$ cat src/rtl/exec_sequencer_pkg.sv
// Shared types and defaults for the exec_sequencer instruction sequencer.
package exec_sequencer_pkg;

  typedef enum logic [2:0] {
    ST_IDLE   = 3'd0,
    ST_FETCH  = 3'd1,
    ST_DECODE = 3'd2,
    ST_EXEC   = 3'd3,
    ST_WB     = 3'd4,
    ST_HALT   = 3'd5
  } seq_state_e;

  localparam logic [31:0] RESET_PC_DEFAULT = 32'h0000_0000;
  localparam int unsigned PC_STEP_DEFAULT  = 4;

  function automatic logic [31:0] sat_inc32(input logic [31:0] v);
    return (v == 32'hFFFF_FFFF) ? v : v + 32'd1;
  endfunction

endpackage

$ cat src/rtl/exec_sequencer_if.sv
// Instruction-memory fetch handshake between the sequencer (master) and memory (slave).
interface exec_sequencer_if;
  logic        imem_req;
  logic [31:0] imem_addr;
  logic        imem_valid;
  logic [31:0] imem_rdata;

  modport master (output imem_req, imem_addr, input imem_valid, imem_rdata);
  modport slave  (input imem_req, imem_addr, output imem_valid, imem_rdata);
endinterface

$ cat src/rtl/exec_seq_pc_unit.sv
// Program counter with wrap-around increment and optional saturating retire counter.
// Counter present only when EXEC_SEQUENCER_INSTRET_EN is defined.
module exec_seq_pc_unit
  import exec_sequencer_pkg::*;
#(
  parameter logic [31:0] RESET_PC = RESET_PC_DEFAULT,
  parameter int unsigned PC_STEP  = PC_STEP_DEFAULT
) (
  input  logic        clk,
  input  logic        rst_n,
  input  logic        load,
  input  logic        advance,
  output logic [31:0] pc,
  output logic [31:0] instret
);

  // Natural 32-bit overflow gives the silent wrap to zero.
  always_ff @(posedge clk or negedge rst_n) begin
    if (!rst_n)       pc <= RESET_PC;
    else if (load)    pc <= RESET_PC;
    else if (advance) pc <= pc + 32'(PC_STEP);
  end

`ifdef EXEC_SEQUENCER_INSTRET_EN
  always_ff @(posedge clk or negedge rst_n) begin
    if (!rst_n)       instret <= '0;
    else if (load)    instret <= '0;
    else if (advance) instret <= sat_inc32(instret);
  end
`else
  assign instret = '0;
`endif

endmodule

$ cat src/rtl/exec_sequencer.sv
// Multi-cycle FETCH/DECODE/EXEC/WB instruction sequencer; owns the FSM and instruction register.
// Optional retire counter enabled by EXEC_SEQUENCER_INSTRET_EN.
module exec_sequencer
  import exec_sequencer_pkg::*;
#(
  parameter logic [31:0] RESET_PC = RESET_PC_DEFAULT,
  parameter int unsigned PC_STEP  = PC_STEP_DEFAULT
) (
  input  logic                    clk,
  input  logic                    rst_n,
  input  logic                    start,
  input  logic                    halt_req,
  exec_sequencer_if.master        imem,
  output logic [31:0]             dec_instr,
  input  logic                    dec_legal,
  input  logic                    dec_wb_we,
  output logic                    rf_re,
  output logic                    alu_en,
  output logic                    rf_we,
  output logic [31:0]             pc,
  output logic                    busy,
  output logic                    illegal,
  output logic [31:0]             instret
);

  seq_state_e  state_q, state_d;
  logic [31:0] ir_q;
  logic        illegal_q;
  logic        wb_we_q;
  logic        pc_load;
  logic        pc_adv;

  exec_seq_pc_unit #(
    .RESET_PC (RESET_PC),
    .PC_STEP  (PC_STEP)
  ) u_pc_unit (
    .clk     (clk),
    .rst_n   (rst_n),
    .load    (pc_load),
    .advance (pc_adv),
    .pc      (pc),
    .instret (instret)
  );

  always_comb begin
    state_d       = state_q;
    pc_load       = 1'b0;
    pc_adv        = 1'b0;
    rf_re         = 1'b0;
    alu_en        = 1'b0;
    rf_we         = 1'b0;
    imem.imem_req = 1'b0;
    case (state_q)
      ST_IDLE: begin
        if (start) begin
          state_d = ST_FETCH;
          pc_load = 1'b1;
        end
      end
      ST_FETCH: begin
        imem.imem_req = 1'b1;
        if (imem.imem_valid) state_d = ST_DECODE;
      end
      ST_DECODE: begin
        rf_re   = 1'b1;
        state_d = dec_legal ? ST_EXEC : ST_HALT;
      end
      ST_EXEC: begin
        alu_en  = 1'b1;
        state_d = ST_WB;
      end
      ST_WB: begin
        rf_we   = wb_we_q;
        pc_adv  = 1'b1;
        state_d = halt_req ? ST_HALT : ST_FETCH;
      end
      ST_HALT: begin
        // Resume from the current pc, so no reload here.
        if (start) state_d = ST_FETCH;
      end
      default: state_d = ST_IDLE;
    endcase
  end

  always_ff @(posedge clk or negedge rst_n) begin
    if (!rst_n) begin
      state_q   <= ST_IDLE;
      ir_q      <= '0;
      illegal_q <= 1'b0;
      wb_we_q   <= 1'b0;
    end else begin
      state_q <= state_d;
      if ((state_q == ST_IDLE || state_q == ST_HALT) && start)
        illegal_q <= 1'b0;
      else if (state_q == ST_DECODE && !dec_legal)
        illegal_q <= 1'b1;
      if (state_q == ST_FETCH && imem.imem_valid)
        ir_q <= imem.imem_rdata;
      if (state_q == ST_DECODE && dec_legal)
        wb_we_q <= dec_wb_we;
    end
  end

  assign imem.imem_addr = pc;
  assign dec_instr      = ir_q;
  assign illegal        = illegal_q;
  assign busy           = (state_q != ST_IDLE) && (state_q != ST_HALT);

endmodule

$ cat src/flat_wrapper.sv
// flat-port wrapper written by rule: the top's interface ports become plain ports
module exec_sequencer_flat import exec_sequencer_pkg::*;
#(
  parameter logic [31:0] RESET_PC = RESET_PC_DEFAULT,
  parameter int unsigned PC_STEP  = PC_STEP_DEFAULT
)
  (clk, rst_n, start, halt_req, dec_instr, dec_legal, dec_wb_we, rf_re, alu_en, rf_we, pc, busy, illegal, instret, imem_imem_req, imem_imem_addr, imem_imem_valid, imem_imem_rdata);
  exec_sequencer_if imem_i ();
  input  logic clk;
  input  logic rst_n;
  input  logic start;
  input  logic halt_req;
  output logic [31:0] dec_instr;
  input  logic dec_legal;
  input  logic dec_wb_we;
  output logic rf_re;
  output logic alu_en;
  output logic rf_we;
  output logic [31:0] pc;
  output logic busy;
  output logic illegal;
  output logic [31:0] instret;
  output wire logic [$bits(imem_i.imem_req)-1:0] imem_imem_req;
  output wire logic [$bits(imem_i.imem_addr)-1:0] imem_imem_addr;
  input wire logic [$bits(imem_i.imem_valid)-1:0] imem_imem_valid;
  input wire logic [$bits(imem_i.imem_rdata)-1:0] imem_imem_rdata;
  assign imem_imem_req = imem_i.imem_req;
  assign imem_imem_addr = imem_i.imem_addr;
  assign imem_i.imem_valid = imem_imem_valid;
  assign imem_i.imem_rdata = imem_imem_rdata;
  exec_sequencer #(.RESET_PC(RESET_PC), .PC_STEP(PC_STEP)) u_core (.clk(clk), .rst_n(rst_n), .start(start), .halt_req(halt_req), .imem(imem_i), .dec_instr(dec_instr), .dec_legal(dec_legal), .dec_wb_we(dec_wb_we), .rf_re(rf_re), .alu_en(alu_en), .rf_we(rf_we), .pc(pc), .busy(busy), .illegal(illegal), .instret(instret));
endmodule
$ cat config.mk
export PLATFORM = sky130hd
export DESIGN_NAME = exec_sequencer_flat
export DESIGN_NICKNAME = d
export VERILOG_FILES = /design/src/rtl/exec_sequencer_pkg.sv /design/src/rtl/exec_sequencer_if.sv /design/src/rtl/exec_seq_pc_unit.sv /design/src/rtl/exec_sequencer.sv /design/src/flat_wrapper.sv
export SDC_FILE = /design/constraint.sdc
export NUM_CORES = 1
export LEC_CHECK = 0
export BUFFER_PORTS_ARGS = -buffer_cell sky130_fd_sc_hd__buf_2
export CORE_MARGIN = 5
export CORE_UTILIZATION = 50
export DETAILED_ROUTE_END_ITERATION = 10
export MAX_ROUTING_LAYER = met4
export PLACE_DENSITY = 0.94
export SLEW_MARGIN = 20
export SYNTH_ARGS = -nofsm -noshare
export SYNTH_HDL_FRONTEND = slang
export SYNTH_HIERARCHICAL = 1
export SYNTH_SLANG_ARGS = --single-unit
$ cat constraint.sdc
create_clock -name clk -period 5.1 [get_ports clk]
set_input_delay 1.02 -clock clk [delete_from_list [all_inputs] [get_ports clk]]
set_output_delay 1.02 -clock clk [all_outputs]
set_load 0.02 [all_outputs]
==> key figures <==
Detailed routing
  – Routed WL per cell: 14.9 µm
  – WL final: 8080 µm
  – Antenna-violating nets left: 0
  – TritonRoute pass-1 iters: 4
  – Top sig layer: met4
  – # DRC: 0
  – Vias: 2752
  – DR WL met2: 4180 µm
  – DR WL met3: 549 µm
  – Met1 WL: 3170 µm
  – First DRT Iteration DRCs: 186
  – Via/cell ratio: 5.08

Worst setup path
  – Slowest cell delay on critical path: 0.60 ns
  – Worst Path Arrival: 2.08 ns
  – Crit Path Class: reg2out
  – CP endpoint kind: output pin
  – Slowest stage cell, crit path: dfrtp_1
  – Most common cell on crit path: nor2b_1
  – Startpoint Class: flip-flop
  – Critical Path RT: 4.08 ns
  – CP Cell Sequence: nor2b_1, nor2b_1, and2_1, buf_2
  – Crit-path max FO: 12

Global route
  – Total Routing Usage GR: 0.185
  – Vias in the first global route: 2683
  – First-pass GRT wire length: 12600 µm
  – Initial antenna violation count: 0
  – Pin count of the biggest net entering global routing: 36
  – Overflow after GRT: 0

Logic synthesis
  – Synth async-reset ratio: 1.00
  – Commonest cells in the netlist: buf_4, dfrtp_1, mux2_2
  – Synth unique cells: 44
  – Synth warn: 6
  – Top-area cell type share of the netlist area: 0.461
  – Register area share after synthesis: 0.461
  – Synthesized area per cell: 10.9 µm²
  – Top_reg_cell synth: dfrtp_1
  – Post-synthesis cell area: 3630 µm²
  – Post-synth EDFFs: 0
  – Post-synthesis register bit count: 67
  – Post-synth top area cell: dfrtp_1
  – Top post-synthesis cells by area: dfrtp_1, buf_4, mux2_2
  – Count leader, synth: buf_4
  – Synthesized instance count: 334

STA
  – Total negative setup slack: 0 ns
  – Final hold vios: 0
  – Slew headroom: 0.539
  – Slew @ Worst Pin: 0.692 ns
  – Fin crit period: 3.10 ns
  – Setup violations, final: 0
  – F_max: 322 MHz
  – Max-slew violation count: 0
  – Final clock skew: 0.00728 ns
  – Fin crit share: 0.608
  – RSZ-0062 raised after global routing: no

Floorplanning
  – Initial Util: 0.506
  – Standard-cell rows: 31
  – Die Height: 95.2 µm
  – Total Die Area: 9070 µm²
  – Core Area: 7180 µm²
  – Ports: 173
  – Die W: 95.2 µm

Clock network
  – Latest clock arrival within the worst-skew pair: 0.34 ns
  – Hold Buf Count CTS: 0
  – Cts bufs inserted: 9
  – Clock-pin slew on the worst setup and hold paths: 0.08 ns
  – Root Buffer: clkbuf_8
  – Max clock buf depth: 2
  – CTS tree: done
  – Number of gates resized after cts: 0
  – CTS H-Tree Depth: 3
  – Postcts setup bufs: 0
  – Clock Sinks: 67

Final layout
  – N_diodes: 0
  – Layout cells sized above 1: 0.451
  – Footprint of the multi-input gates: 1480 µm²
  – Filler cells: 622
  – Final Util: 0.590
  – Fin nets: 478
  – Layout area overhead: 16.6%
  – Storage cell area: 1680 µm²
  – Final instance area: 4240 µm²
  – Finished Layout Cells: 542

Place
  – Port bufs: 136
  – Placed Area: 4010 µm²
  – GP Congestion: 0.822
  – Inst Count DP: 526
  – Hpwl dp: 6040 µm

Power and ir drop
  – Pwr dens: 482 nW/µm²
  – Worst-case vdd ir drop: 0.295 mV
  – Static Leakage: 0.00219 µW

Min path
  – Hold Path Class: reg2reg

Job
  – Max-Cap Viols: 0

Run status
  – Outcome: completed
-- power by group --
group,leakage (µW),switching [µW],internal [µW]
Sequential,0.000858,109,685
Clock,0.000106,215,278
Combinational,0.00123,449,305
Total,0.00219,773,1270
-- worst max-delay path, delay by kind of cell, from the launching register on --
family	cells	cell delay, ns
flip-flops	1	0.60
buffers and inverters	1	0.16
AND/OR/NAND/NOR	3	0.98
-- routing by layer --
| metal | vias to the layer above | global-route usage |
|---|---|---|
| met5 | - | - |
| met4 | 0 | 0.0938 |
| met3 | 15 | 0.0300 |
| met2 | 111 | 0.303 |
| met1 | 1347 | 0.220 |
| li1 | 1279 | - |
-- path summary, 6_finish.rpt --
kind | start | slack [ns] | cells past startpoint | endpoint
max | u_core/state_q[2] | 2.00 | 4 | rf_we
min | u_core/dec_instr[19] | 0.50 | 1 | u_core/dec_instr[19]
max reg2reg | u_core/state_q[2] | 2.24 | 6 | u_core/u_pc_unit/pc[31]
min reg2reg | u_core/dec_instr[19] | 0.50 | 1 | u_core/dec_instr[19]
max in group asynchronous | rst_n | 3.47 | 2 | u_core/u_pc_unit/pc[12]
min in group asynchronous | rst_n | 0.72 | 1 | u_core/dec_instr[8]
-- logic make-up (layout without fill, tap and decap cells) --
logic type	after synthesis	count (layout)	share of synthesized area
fa+ha+maj	1	1	0.00344
xor+xnor	13	13	0.0313
buf+inv	86	162	0.167
other cells	1	34	0.00103
flops	67	67	0.461
compound gates	39	39	0.0689
simple gates	90	90	0.153
mux	37	37	0.114
-- flip-flops by register name, summed over array words and instances (netlist names) --
name                 flops
u_core/u_pc_unit/pc     30
u_core/state_q           3
u_core/wb_we_q           1
u_core/illegal           1
u_core/dec_instr        32
-- cell type report --
cell class / instances / area share
flip-flops and latches: 67 / 0.396
multi-input cells: 214 / 0.349
inverters: 7 / 0.00620
clock inverters: 7 / 0.0239
clock buffers: 9 / 0.0292
well taps: 99 / 0.0292
repair buffers: 139 / 0.166
-- cells in the final DEF (no fill, tap or decap), drive strengths merged --
master,count
o21a,1
nor3,3
nand2,7
nand3,11
and2,2
o21bai,1
nand2b,2
inv,8
and3,4
o21ai,7
mux2,35
nor3b,1
dfrtp,67
clkbuf,9
ha,1
a21oi,17
nor2,22
or3,6
o31ai,11
o2111a,2
clkinvlp,2
and4,4
nand3b,1
or4,10
clkinv,2
xnor2,4
mux2i,2
buf,139
bufinv,2
nand4,10
xor2,9
nor4,3
nor2b,4
conb,34
-- through the flow --
stage / setup slack (ns) / power, µW / hold WS [ns]
after floorplan: 2.09 / 1350 / 0.472
after global placement: 1.99 / 1530 / 0.464
after detailed placement: 1.88 / 1570 / 0.488
after CTS: 1.98 / 2060 / 0.504
after global routing: 1.83 / 2160 / 0.518
final: 2.00 / 2040 / 0.503
(Power assumes the default switching activity.)
